`config.mk`:
```
export PLATFORM = sky130hd
export DESIGN_NAME = ball_paddle
export DESIGN_NICKNAME = d
export VERILOG_FILES = /design/src/rtl/ball_paddle.sv
export SDC_FILE = /design/constraint.sdc
export NUM_CORES = 1
export LEC_CHECK = 0
export ABC_AREA = 1
export CORE_MARGIN = 4
export CORE_UTILIZATION = 53
export DETAILED_ROUTE_END_ITERATION = 10
export GPL_ROUTABILITY_DRIVEN = 1
export GPL_TIMING_DRIVEN = 0
export PLACE_DENSITY = 0.84
export SLEW_MARGIN = 10
export SYNTH_ARGS = -nofsm -noshare
export SYNTH_HDL_FRONTEND = slang
export SYNTH_SLANG_ARGS = --single-unit
```
`constraint.sdc`:
```
create_clock -name frame_clk -period 5.5 [get_ports frame_clk]
set_input_delay 0.825 -clock frame_clk [delete_from_list [all_inputs] [get_ports frame_clk]]
set_output_delay 0.825 -clock frame_clk [all_outputs]
set_load 0.01 [all_outputs]
```
`src/rtl/ball_paddle.sv`:
```
// rtl/ball_paddle.sv - ball motion, serve/play/life-loss sequencing and paddle recentre request
module ball_paddle #(
    parameter int         BALL_SIZE   = 4,
    parameter int         BALL_STEP   = 2,
    parameter int         X_MIN       = 0,
    parameter int         X_MAX       = 639,
    parameter int         Y_MIN       = 0,
    parameter int         Y_MAX       = 479,
    parameter int         LIVES_INIT  = 3,
    parameter int         LOST_FRAMES = 60,
    parameter logic [7:0] KEY_LAUNCH  = 8'h2C
) (
    input  logic       frame_clk,
    input  logic       Reset_n,
    input  logic [7:0] keycode,
    input  logic [9:0] BarX,
    input  logic [9:0] BarY,
    input  logic [9:0] Bar_Sizex,
    input  logic [9:0] Bar_Sizey,
    input  logic       Brick_Hit,
    input  logic       Brick_Hit_Side,
    output logic [9:0] BallX,
    output logic [9:0] BallY,
    output logic [9:0] Ball_Size,
    output logic       Bar_Reset,
    output logic [1:0] Lives,
    output logic       Game_Over,
    output logic       Ball_Launched
);

    localparam logic [9:0] BS     = 10'(BALL_SIZE);
    localparam logic [9:0] STEP   = 10'(BALL_STEP);
    localparam logic [9:0] NSTEP  = 10'(-BALL_STEP);
    localparam logic [9:0] XMIN   = 10'(X_MIN);
    localparam logic [9:0] XMAX   = 10'(X_MAX);
    localparam logic [9:0] YMIN   = 10'(Y_MIN);
    localparam logic [9:0] YMAX   = 10'(Y_MAX);
    localparam logic [1:0] LIVES0 = 2'(LIVES_INIT);
    localparam int         CW     = $clog2(LOST_FRAMES + 1);
    localparam logic [CW-1:0] CNT_LAST = CW'(LOST_FRAMES - 1);

    typedef enum logic [1:0] {
        S_SERVE,
        S_PLAY,
        S_LOST,
        S_OVER
    } state_t;

    state_t        state, state_nx;
    logic [9:0]    mot_x, mot_y, mot_x_nx, mot_y_nx;
    logic [9:0]    ball_x_nx, ball_y_nx;
    logic [9:0]    mx, my;
    logic [1:0]    lives_nx;
    logic [CW-1:0] cnt, cnt_nx;
    logic          bar_reset_nx;

    // All edge tests use 10-bit wrapped sums so the compares match the modular position math.
    logic [9:0] serve_y, y_bot, y_top, x_rt, x_lf;
    logic [9:0] bar_top, bar_lf, bar_rt, zone_lf, zone_rt;
    logic       mot_y_pos, paddle_hit, floor_hit, launch;

    assign serve_y    = BarY - Bar_Sizey - BS - 10'd1;
    assign y_bot      = BallY + BS;
    assign y_top      = BallY - BS;
    assign x_rt       = BallX + BS;
    assign x_lf       = BallX - BS;
    assign bar_top    = BarY - Bar_Sizey;
    assign bar_lf     = BarX - Bar_Sizex;
    assign bar_rt     = BarX + Bar_Sizex + BS;
    assign zone_lf    = BarX - {1'b0, Bar_Sizex[9:1]};
    assign zone_rt    = BarX + {1'b0, Bar_Sizex[9:1]};
    assign mot_y_pos  = !mot_y[9] && (mot_y != 10'd0);
    assign paddle_hit = mot_y_pos && (y_bot >= bar_top) && (BallY <= BarY)
                        && (x_rt >= bar_lf) && (BallX <= bar_rt);
    assign floor_hit  = y_bot >= YMAX;
    assign launch     = keycode == KEY_LAUNCH;
    assign Ball_Size  = BS;

    always_ff @(posedge frame_clk or negedge Reset_n) begin
        if (!Reset_n) begin
            state         <= S_SERVE;
            BallX         <= 10'd320;
            BallY         <= 10'd452;
            mot_x         <= 10'd0;
            mot_y         <= 10'd0;
            Lives         <= LIVES0;
            cnt           <= '0;
            Bar_Reset     <= 1'b0;
            Game_Over     <= 1'b0;
            Ball_Launched <= 1'b0;
        end else begin
            state         <= state_nx;
            BallX         <= ball_x_nx;
            BallY         <= ball_y_nx;
            mot_x         <= mot_x_nx;
            mot_y         <= mot_y_nx;
            Lives         <= lives_nx;
            cnt           <= cnt_nx;
            Bar_Reset     <= bar_reset_nx;
            Game_Over     <= (state_nx == S_OVER);
            Ball_Launched <= (state_nx == S_PLAY);
        end
    end

    always_comb begin
        state_nx     = state;
        ball_x_nx    = BallX;
        ball_y_nx    = BallY;
        mot_x_nx     = mot_x;
        mot_y_nx     = mot_y;
        lives_nx     = Lives;
        cnt_nx       = cnt;
        bar_reset_nx = 1'b0;
        mx           = mot_x;
        my           = mot_y;

        case (state)
            S_SERVE: begin
                mot_x_nx  = 10'd0;
                mot_y_nx  = 10'd0;
                ball_x_nx = BarX;
                ball_y_nx = serve_y;
                if (launch) begin
                    mot_x_nx  = STEP;
                    mot_y_nx  = NSTEP;
                    ball_x_nx = BarX + STEP;
                    ball_y_nx = serve_y + NSTEP;
                    state_nx  = S_PLAY;
                end
            end

            S_PLAY: begin
                if (floor_hit) begin
                    mot_x_nx = 10'd0;
                    mot_y_nx = 10'd0;
                    if (Lives <= 2'd1) begin
                        lives_nx = 2'd0;
                        state_nx = S_OVER;
                    end else begin
                        lives_nx     = Lives - 2'd1;
                        cnt_nx       = '0;
                        bar_reset_nx = 1'b1;
                        state_nx     = S_LOST;
                    end
                end else begin
                    if (paddle_hit) begin
                        my = NSTEP;
                        if (BallX < zone_lf)
                            mx = NSTEP;
                        else if (BallX > zone_rt)
                            mx = STEP;
                    end else if (Brick_Hit) begin
                        if (Brick_Hit_Side)
                            mx = 10'd0 - mot_x;
                        else
                            my = 10'd0 - mot_y;
                    end
                    // Walls see the post-brick motion, so a wall overrides a contradicting X flip.
                    if ((x_lf <= XMIN) && mx[9])
                        mx = STEP;
                    if ((x_rt >= XMAX) && !mx[9] && (mx != 10'd0))
                        mx = NSTEP;
                    if ((y_top <= YMIN) && my[9])
                        my = STEP;
                    mot_x_nx  = mx;
                    mot_y_nx  = my;
                    ball_x_nx = BallX + mx;
                    ball_y_nx = BallY + my;
                end
            end

            S_LOST: begin
                mot_x_nx     = 10'd0;
                mot_y_nx     = 10'd0;
                bar_reset_nx = 1'b1;
                cnt_nx       = cnt + 1'b1;
                if (cnt == CNT_LAST) begin
                    bar_reset_nx = 1'b0;
                    cnt_nx       = '0;
                    state_nx     = S_SERVE;
                end
            end

            S_OVER: begin
                mot_x_nx = 10'd0;
                mot_y_nx = 10'd0;
                lives_nx = 2'd0;
                if (launch) begin
                    lives_nx     = LIVES0;
                    bar_reset_nx = 1'b1;
                    state_nx     = S_SERVE;
                end
            end

            default: state_nx = S_SERVE;
        endcase
    end

endmodule

```
== Word level (Yosys, flattened, before mapping) ==
Cells that the tools add are included.
Word-level totals
  bits in registers: 53
  input bits: 52
  logic and storage cells: 124
  output and inout bits: 35
Cells by class
  magnitude comparators: 11
  $add $sub $neg: 20
  equal/unequal tests: 10
  reductions and logical operators: 21
  muxes and demuxes: 52
Operators by type and width (number)
  $mux W10: 28
  $pmux W10 S3: 2
  $pmux W10 S2: 2
  $add A10 B10 Y10: 3
  $add A10 B3 Y10 const B: 3
  $sub A10 B3 Y10 const B: 3
  $ge A10 B10 Y1: 2
  $le A10 B1 Y1 const B: 2
  $le A10 B10 Y1: 2
  $reduce_bool A10 Y1: 2
  $sub A1 B10 Y10 const A: 2
  $sub A10 B10 Y10: 2
  $mux W6: 3
  $mux W2: 8
  $pmux W6 S2: 1
  $add A10 B10 Y10 const B: 1
  $add A10 B2 Y10 const B: 1
  $add A10 B9 Y10: 1
  $ge A10 B10 Y1 const B: 1
  $ge A10 B9 Y1 const B: 1
  $gt A10 B10 Y1: 1
  $lt A10 B10 Y1: 1
  $sub A10 B1 Y10 const B: 1
  $sub A10 B9 Y10: 1
  19 further kinds: 40

== Longest topological paths before layout ==
  depth in word-level cells: 22
  depth in mapped cells: 49
  depth with buffers taken out: 49

== Worst setup path before layout ==
No wires, ideal clock.
  path kind: input -> register
  start point: input port Bar_Sizex[1]
  end point: register BallX[9]
  path buffers: 3
  arrival: 6290 ps
  setup time: 73 ps
  required time: 5427 ps
  path slack: -863 ps
  stages on the path: 48
  cells stage by stage: inv_1 -> ha_1 -> inv_1 -> ha_1 -> inv_1 -> fa_1 -> o21ai_0 -> nand2_1 -> nand2_1 -> a21oi_1 -> nor2_1 -> o21ai_0 -> nand2_1 -> xor2_1 -> ha_1 -> nand2_1 -> nor2_1 -> o211ai_1 -> (+12 left out) -> buf_4 -> nand2_1 -> ha_1 -> a21oi_1 -> nand2_1 -> nand2_1 -> inv_1 -> or2_2 -> a21oi_1 -> o21ai_0 -> nand2_1 -> nand2_1 -> a21oi_1 -> xor2_1 -> inv_1 -> nand2_2 -> nand3_2 -> a21oi_2
On the way
  word-level cells in the longest chain between the ends: 20
  elaborated cells between the ends (all ways): 30
Ends and longest elaborated chain
  from (decl): RTL line 18  | input logic [9:0] Bar_Sizex,
  $add A10 B10 Y10, or another cell as far along: RTL line 69  | assign bar_rt = BarX + Bar_Sizex + BS;
  $add A10 B3 Y10, or another cell as far along: RTL line 69
  $le A10 B10 Y1, or another cell as far along: RTL line 74  | && (x_rt >= bar_lf) && (BallX <= bar_rt);
  $logic_and A1 B1 Y1 / $mux W10 (equally long branches): RTL line 74, 148
  $mux W10 (*): RTL line 146  | if (paddle_hit) begin
  $mux W10 (*): RTL line 133  | if (floor_hit) begin
  $mux W10 (*): RTL line 117  | case (state)
  $logic_and A1 B1 Y1: RTL line 159  | if ((x_lf <= XMIN) && mx[9])
  (+2 left out)
  $mux W10 (*): RTL line 117
  branches (longest 3 deep; another with $reduce_bool A10 Y1)
  $mux W10 (*): RTL line 161  | if ((x_rt >= XMAX) && !mx[9] && (mx != 10'd0))
  $mux W10 (*): RTL line 133
  $mux W10 (*): RTL line 117
  $add A10 B10 Y10 (*): RTL line 167  | ball_x_nx = BallX + mx;
  $mux W10 (*): RTL line 133
  $pmux W10 S2 (*): RTL line 117
  to (signal assigned): RTL line 93  | BallX <= ball_x_nx;
  to (decl): RTL line 22  | output logic [9:0] BallX,
Every way passes the cells marked *. The select of a mux whose other input is x is not followed.
A chain may end at the register's enable or synchronous reset.

== Final worst setup path ==
  start point: input port Bar_Sizex[2]
  end point: register BallX[9]
The elaborated chain is that of the path after synthesis.

==> results.md <==
- First drt pass iteration count: 8
- ANT nets after route: 0
- Die Wd: 131 um
- Final Power: between 4 and 5 mW
- Dominant cells by area after synthesis: ha_1, dfrtp_1, nand2_1, inv_1, a21oi_1
- Post-synth cell types: 52
- Max rail drop VDD: 0.249 mV
- Post-synthesis mux area share: 0%
- Max Buffers Root-to-Sink: 2
- Worst hold path class: input pin to asynchronous set/reset pin
- Adder-cell share of the synthesized area: 24.3%
- Initial DRC Count: 839
- Setup crit end kind: flip-flop
- Initial core utilization: 54.6%
- #FFs+latches synth: 53
- Busiest layer in global routing: met2
- Fin. Hold Viols: 0
- Status: finished, violations left
- Clock latency on the worst-skew pair: 0.30 ns
- Vias in the first global route: 7,974
- Initial antenna violation count: 0
- # clock sinks: 53
- Synth top cells by count: nand2_1, inv_1, ha_1
- Xor/xnor share of the synthesized area: 8.82%
- Yosys top cell by area: ha_1
- Ports: 87
- RSZ-0062 raised after global routing: yes
- Fmax: 156 MHz
- Final min period: 6.39 ns
- Die area: 17,100 um2
- Crit path kind: input pin to flip-flop
- Slew headroom: 50.8%
- Post-synth EDFFs: 0
- Gr ovfl total: 0
- Synth Flop Type: dfrtp_1
- # H-tree levels: 2
- Fin nets: 1,519
- Final HPWL DP: 16,500 um
- First-pass GRT wire length: 37,400 um
- Sequential area share after synthesis: around 17%
- Post-synth top area share: a little under a quarter
- Synth Warn #: 0
- Vias per cell: 5.86
- Drc violations: 0
- Main combinational cell family by area after synthesis: adder cells
- Worst Path Required: 5.73 ns
- Post-Route Setup TNS: -7.51 ns
- Cells after Synth: 1,145
- Lkg Pwr: 5.41 nW
- Setup ws final: -0.895 ns
- Post-Syn Area: about 8000 um2
- Worst-case reg-to-reg path depth: 39
- Complex-gate fraction of the synthesized area: 16.2%
- Routed vias: roughly 8,800
- Final setup fails: 16
- Syn avg cell area: 6.98 um2
- Met1 Use GR: 34.6%
- DIE HEIGHT: 131 um
- CTS root buf: clkbuf_16
- Fin crit share: 116%
- Worst hold slack: ~0.5 ns
- Max cap viols: 0
- Post-synthesis simple-gate area fraction: 22.9%
- M2 GR Usage: 47.1%
- Tot GR Track Use: 26.8%
- Final Skew: between 0.01 and 0.015 ns
- Post-layout instance area: 10,600 um2
- Routed wire length: 25,800 um
- Dpl cell area: 9220 um2
- Pin count of the biggest net entering global routing: 36
- RePlAce Congestion: a little over 0.9
- Post-synth ARST share: 100%
- Critical path arrival: 6.63 ns
- Top-count cell post-synth: nand2_1
- Startpoint Class: input pin
- CTS tree: done
- Post-CTS Hold Buffers: 0
- FP Rows: 44
- Routed wire length per instance: ~17 um
- Crit-path max cell delay: 0.30 ns
- Layout area overhead: 32.4%
- CTS buffer count: 5
- Ant diodes: 0
- Share of cells above drive strength 1: 21.3%
- Top cell by count, worst path: buf_4
- Final-layout fill cell count: 1,021
- GR Layer Usage met3: 3.46%
- Failing checks: negative setup slack
- Clk pin slew, worst setup/hold paths: 0.08 ns
- Slowest-stage cell, CP: ha_1
- Slew Limit Fails: 0
- Power per standard cell area: 380 nW/um2
- Layout Utilization: 72.3%
- IO Port Bufs: 76
- Core footprint: 14,600 um2
- Worst slew pin tran: 0.735 ns
- Critical Path Fanout Max: 5
## final cells by class
type	count	area (um2)	share of cell area [%]
buffer	24	169	1.59
timing repair buffer	155	1390	13.2
inverter	191	741	6.99
clock inverter	3	43.8	0.413
clock buffer	5	125	1.18
sequential	53	1340	12.6
multi-input combinational	886	6550	61.9
tap	184	230	2.17
## path summary, 6_finish.rpt
path	from	endpoint	slack [ns]
min in group frame_clk	Lives[0]	Lives[0]	0.53
worst max register to register	BallX[3]	BallX[9]	-0.64
worst max-delay path	Bar_Sizex[2]	BallX[9]	-0.89
worst min-delay path	Reset_n	cnt[0]	0.50
worst min register to register	Lives[0]	Lives[0]	0.53
max in group asynchronous	Reset_n	BallX[8]	4.34
## critical path, delay by kind of cell
kind / cells / cell delay [ns]
AOI/OAI and AO/OA: 7 / 0.88
xor gates and xnor gates: 1 / 0.20
adders and majority gates: 3 / 0.75
buffers and inverters: 15 / 1.70
and+or+nand+nor: 21 / 2.24
## what timing repair did
item / CTS / global route
endpoints found under the setup margin: 25 / 18
cloned: 2 / 0
setup buffers: 64 / 22
pin swaps: 98 / 39
resized for setup: 168 / 51
## metrics by stage
step	worst slack, ns	std cells
after floorplan	-0.419	1153
after global placement	-2.03	1413
after detailed placement	-2.18	1414
after CTS	-0.594	1488
after global routing	-1.13	1501
final	-0.895	1501
## placed cells by master, fill, tap and decap left out, types with 17 or more instances in the layout
cell	instances
nand3_1	50
o21ai_0	40
ha_4	18
nor2_1	72
xor2_1	57
ha_1	126
nand2_1	193
clkdlybuf4s50_1	59
buf_4	85
a21oi_2	27
xnor2_1	17
dfrtp_1	45
inv_1	169
a21oi_1	86
o21ai_1	17
## cell families after synthesis
group / after synthesis
buffers and inverters: 215
adders and majority gates: 151
other: 2
DFF: 53
AOI/OAI and AO/OA: 233
xor gates and xnor gates: 78
and+or+nand+nor: 413
## flip-flops by register name, summed over array words and instances (netlist names)
signal,flops
Bar_Reset,1
cnt,6
Ball_Launched,1
BallX,10
Lives,2
Game_Over,1
mot_y,10
BallY,10
mot_x,10
state,2
## power by group
part	total, mW	internal (mW)	switching (mW)
Sequential	0.802	0.519	0.283
Combinational	2.85	1.18	1.67
Clock	0.374	0.216	0.158
## per-layer routing
layer / part of all wire [%] / wire length, um / up-vias
met5: 0 / 0 / -
met3: 8.1 / 2090 / 161
met2: 47 / 12200 / 507
met4: 5.1 / 1310 / 0
li1: - / - / 4105
met1: 40 / 10300 / 4028
Power figures use the tool's default switching activity.
==> RTL edit 1: new RTL, config.mk and constraints unchanged <==
Encoding of `state_t`: now one-hot (4 bits for 4 states).
--- a/src/rtl/ball_paddle.sv
+++ b/src/rtl/ball_paddle.sv
@@ -40,9 +40,9 @@
     localparam logic [CW-1:0] CNT_LAST = CW'(LOST_FRAMES - 1);
 
-    typedef enum logic [1:0] {
-        S_SERVE,
-        S_PLAY,
-        S_LOST,
-        S_OVER
+    typedef enum logic [3:0] {
+        S_SERVE = 4'b0001,
+        S_PLAY  = 4'b0010,
+        S_LOST  = 4'b0100,
+        S_OVER  = 4'b1000
     } state_t;
 
Behaviour: same outputs for any inputs over 4 cycles, from zero or initial values and one cycle with Reset_n low; so few cycles prove little.
==> RTL edit 1 against the original RTL <==
The run still ends with negative setup slack left. Via count rose by 2.3%. Global-route usage grew 0.39 points. Hold slack improved by 39 ps. Cell area grew 2.7%. Count of clock-buffer cells in the layout up 1. Synthesized area increased by 2.3%. Total power fell by 31%. Sequential share of layout area increased by 0.14 points. Maximum frequency up 0.62%. Wire length increased by 1.9%. Worst setup slack improved by 40 ps. Sequential cell count grew 2. Highest routed layer unchanged.
==> RTL edit 1: results (changes against the original RTL) <==
- RR Startpoint: BallX[3]$_DFFE_PN0P_
- NetSw: 1.37 mW (-35%)
- Power density over the cells: 254 nW/µm² (-33%)
- Sequential area share after synthesis: 17.0% (+0.25 points)
- Final #Nets: 1,541 (+1.4%)
- Largest net degree at the start of global routing: 56 (+56%)
- WL final: 26.3 mm (+1.9%)
- First DRT Iteration DRCs: 906 (+8.0%)
- Largest cells by area after synthesis: ha_1 22%, dfrtp_1 14%, nand2_1 9.5%
- Htree depth: 2 (unchanged)
- P_seq: 619 µW (-23%)
- Clock group: 335 µW (-10%)
- Aggregate global-route resource usage: 27.2% (+0.39 points)
- Arr. time, crit path: 6590 ps (-40 ps)
- Layout cell share with drive strength beyond 1: 23.4% (+2.1 points)
- FFs w/ async S/R, synth: 100% (unchanged)
- Worst-Skew Late Latency: 310 ps
- Worst setup margin: -855 ps (+39.5 ps)
- Global-route wire length before repair: 40.2 mm (+7.4%)
- Synth Warn #: 0 (unchanged)
- Peak VDD IR: 0.176 mV (-29%)
- R2r worst-path depth: 35 (-10%)
- Routability cong.: 0.915 (+0.18%)
- P_leak: 5.44 nW (+0.54%)
- Initial antenna violation count: 0 (unchanged)
- Final setup viols: 14 (-2)
- Place WS: -2180 ps (+3.85 ps)
- Status: finished with violations
- Top delay family on crit path: simple AND/OR/NAND/NOR gates
- Final Skew: 9.39 ps (-2.29 ps)
- DR pass1 iterations: 5 (-3)
- Port Buf Inserts: 76 (unchanged)
- Library cells used by synthesis: 52 (unchanged)
- Crit path max fanout: 5 (unchanged)
- Clock root buffer: clkbuf_16
- Post-DP HPWL: 17.7 mm (+7.0%)
- Worst Hold Depth: 2
- Primary FF master, synth: dfrtp_1
- Via count: 9,005 (+2.3%)
- Clock-pin slew on the worst setup and hold paths: 80 ps (about the same)
- Worst setup path endpoint: BallX[8]$_DFFE_PN1P_
- Slowest-stage cell, CP: fa_2
- Max stage delay on crit path: 390 ps (+90 ps)
- Area after DPL: 9420 µm² (+2.2%)
- Measured slew at the worst slew-check pin: 1170 ps (+437 ps)
- Register-to-register path setup slack: -260 ps (+380 ps)
- Cell depth of the worst setup path: 43 (-8.5%)
- Top cell types by occurrence after synthesis: 208 x nand2_1, 200 x inv_1, 144 x ha_1
- Vias in the first global route: 8,450 (+6.0%)
- Final hold slack: 537 ps (+39.0 ps)
- Tightest Hold Check Type: flip-flop to flip-flop
- Failing checks: negative setup slack
[RTL edit 1: cell count changes after synthesis, sizes merged, moves of 3 or more]
| cell | delta |
|---|---|
| a31oi | +3 |
| nor2 | +12 |
| xnor2 | -5 |
| nand4 | +3 |
| clkbuf | -3 |
| nor3 | +6 |
| nand3 | -5 |
| a21oi | -15 |
| or2 | -4 |
| inv | +13 |
| a22o | +4 |
| o211ai | +7 |
| buf | +3 |
[RTL edit 1: per-stage QoR]
stage	cells	setup TNS, ps
after floorplan	1183	-601
after global placement	1447	-31850
after detailed placement	1447	-37340
after CTS	1505	-3040
after global routing	1527	-10580
final	1528	-6260
[RTL edit 1: logic make-up (layout without fill, tap and decap cells)]
group | Yosys count | count (layout) | synth area share (%)
other cells | 2 | 11 | 0.0918
compound gates | 239 | 239 | 16.9
buf+inv | 228 | 384 | 11.3
simple gates | 426 | 426 | 23.0
flops | 55 | 55 | 17.0
xor+xnor | 74 | 74 | 7.92
fa+ha+maj | 151 | 151 | 23.7
[RTL edit 1: layout make-up]
type | instances | area (µm²)
Inverter | 204 | 792
Clock inverter | 2 | 16.3
Sequential cell | 55 | 1390
Buffer | 24 | 173
Multi-Input combinational cell | 900 | 6790
Tap cell | 188 | 235
Clock buffer | 6 | 129
Antenna cell | 1 | 2.50
Timing Repair Buffer | 148 | 1360
Fill cell | 1060 | 4270
[RTL edit 1: routing by layer]
layer / track usage, % / up-vias / part of all wire [%]
met5: 0 / - / 0
met4: 9.70 / 0 / 4.0
met3: 3.36 / 129 / 7.6
met2: 46.6 / 499 / 48
met1: 35.3 / 4174 / 40
li1: - / 4203 / -
[RTL edit 1: repair_timing]
action	CTS	global route
gates cloned	1	0
setup endpoints to repair	32	18
pin swaps	97	103
buffers inserted	49	25
gates resized for setup	169	84
hold endpoints to repair	0	0
==> RTL edit 2: new RTL, same flow settings <==
Without the edit above. Change the parameter `LOST_FRAMES` from 60 to 120.
--- a/src/rtl/ball_paddle.sv
+++ b/src/rtl/ball_paddle.sv
@@ -8,5 +8,5 @@
     parameter int         Y_MAX       = 479,
     parameter int         LIVES_INIT  = 3,
-    parameter int         LOST_FRAMES = 60,
+    parameter int         LOST_FRAMES = 120,
     parameter logic [7:0] KEY_LAUNCH  = 8'h2C
 ) (
Function: no difference found for any inputs over 4 cycles, from zero or initial values and one cycle with Reset_n low; that may be too few to reach the edited logic, so the function may still have changed.
==> RTL edit 2 against the original RTL <==
The flow still finishes with violations (negative setup slack). Synthesized area is 0.92% higher. Sequential cell count up 1. Wire length up 7.2%. Non-clock buffer count increased by 8. Synthesized cell count increased by 2.4%. Worst setup slack worse by 120 ps. Cell area rose by 3.7%. Sequential share of layout area is 0.23 points lower. Critical path depth decreased by 1. Global-route usage grew 0.62 points.
Power is not compared: it rests on default switching activity, and its combinational part moved more than twofold at a synthesized area within 25%.
==> RTL edit 2: results (changes against the original RTL) <==
- Routed wl met2: 13.2 mm (+8.8%)
- Largest cells by area after synthesis: ha_1 22%, dfrtp_1 14%, nand2_1 10%
- Global-route wire length before repair: 40.2 mm (+7.5%)
- Final Util: 74.8% (+2.4 points)
- Area Overhead vs Synth: 36.1%
- Area share of buffers outside the clock network: 15.5% (+0.78 points)
- Synth Area in XOR/XNOR: 8.23% (-0.59 points)
- Slowest-stage cell, CP: fa_2
- Met1 Use GR: 35.3% (+0.69 points)
- ClkCell Share: 1.76% (+0.17 points)
- Area after DPL: 9270 µm² (+0.50%)
- Placed cell count: 1,441 (+1.9%)
- Post-DP HPWL: 16.7 mm (+1.1%)
- CTS resizes: 181 (+7.7%)
- Mapped Cells: 1,172 (+2.4%)
- Aggregate global-route resource usage: 27.4% (+0.62 points)
- FF/Latch Area: 1360 µm² (+1.9%)
- Post-synthesis mux area share: 0.140% (+0.14 points)
- Top cell types by occurrence after synthesis: 214 x nand2_1, 207 x inv_1, 144 x ha_1
- Met3 Resource Use GR: 3.56% (+0.10 points)
- Sequential area share after synthesis: 16.9% (+0.16 points)
- Final Skew: 14.3 ps (+2.64 ps)
- Final setup viols: 16 (unchanged)
- Synth Area in Adders: 24.1% (-0.22 points)
- First DRT Iteration DRCs: 1,091 (+30%)
- Met2 usage: 48.5% (+1.4 points)
- Largest net degree at the start of global routing: 34 (-5.6%)
- Count of non-CTS buffers in the layout: 187 (+4.5%)
- Status: finished with violations
- FILL cells: 941 (-7.8%)
- Failing checks: negative setup slack
- Wire per inst: 18.0 µm (+4.7%)
- Arr. time, crit path: 6750 ps (+120 ps)
- Initial antenna violation count: 1 (+1)
- DR pass1 iterations: 6 (-2)
- Library cells used by synthesis: 53 (+1.9%)
- FF-to-FF End: BallX[8]$_DFFE_PN1P_
- TNS Setup: -9090 ps (-1570 ps)
- Worst setup margin: -1010 ps (-116 ps)
- R2r worst-path depth: 35 (-10%)
- Setup Buffers After CTS: 74 (+16%)
- Final #Nets: 1,555 (+2.4%)
- Met1 Wirelength: 10.5 mm (+2.5%)
- Register-to-register path setup slack: -350 ps (+290 ps)
- Worst rel slew slack: 28.7% (-22 points)
- Seq/total area: 12.4% (-0.23 points)
- Routed wl met3: 2.67 mm (+28%)
- Via count: 9,146 (+3.9%)
==> RTL edit 2: worst min path at each step <==
stage,from,end,slack [ps],cells after the start
final,cnt[6]$_DFFE_PN0P_,cnt[6]$_DFFE_PN0P_,530,2
after global routing,cnt[6]$_DFFE_PN0P_,cnt[6]$_DFFE_PN0P_,560,2
after CTS,cnt[3]$_DFFE_PN0P_,cnt[3]$_DFFE_PN0P_,530,1
after detailed placement,cnt[3]$_DFFE_PN0P_,cnt[3]$_DFFE_PN0P_,510,1
after global placement,cnt[6]$_DFFE_PN0P_,cnt[6]$_DFFE_PN0P_,490,2
after floorplan,cnt[6]$_DFFE_PN0P_,cnt[6]$_DFFE_PN0P_,470,2
==> RTL edit 2: power by group through the flow <==
stage               clock network [mW]  registers (mW)  logic, mW
finish                           0.436           0.405      0.804
global route                     0.442           0.405      0.877
CTS                              0.423           0.405      0.705
detailed placement                   0           0.412      0.602
global placement                     0           0.413      0.577
floorplan                            0           0.411      0.434
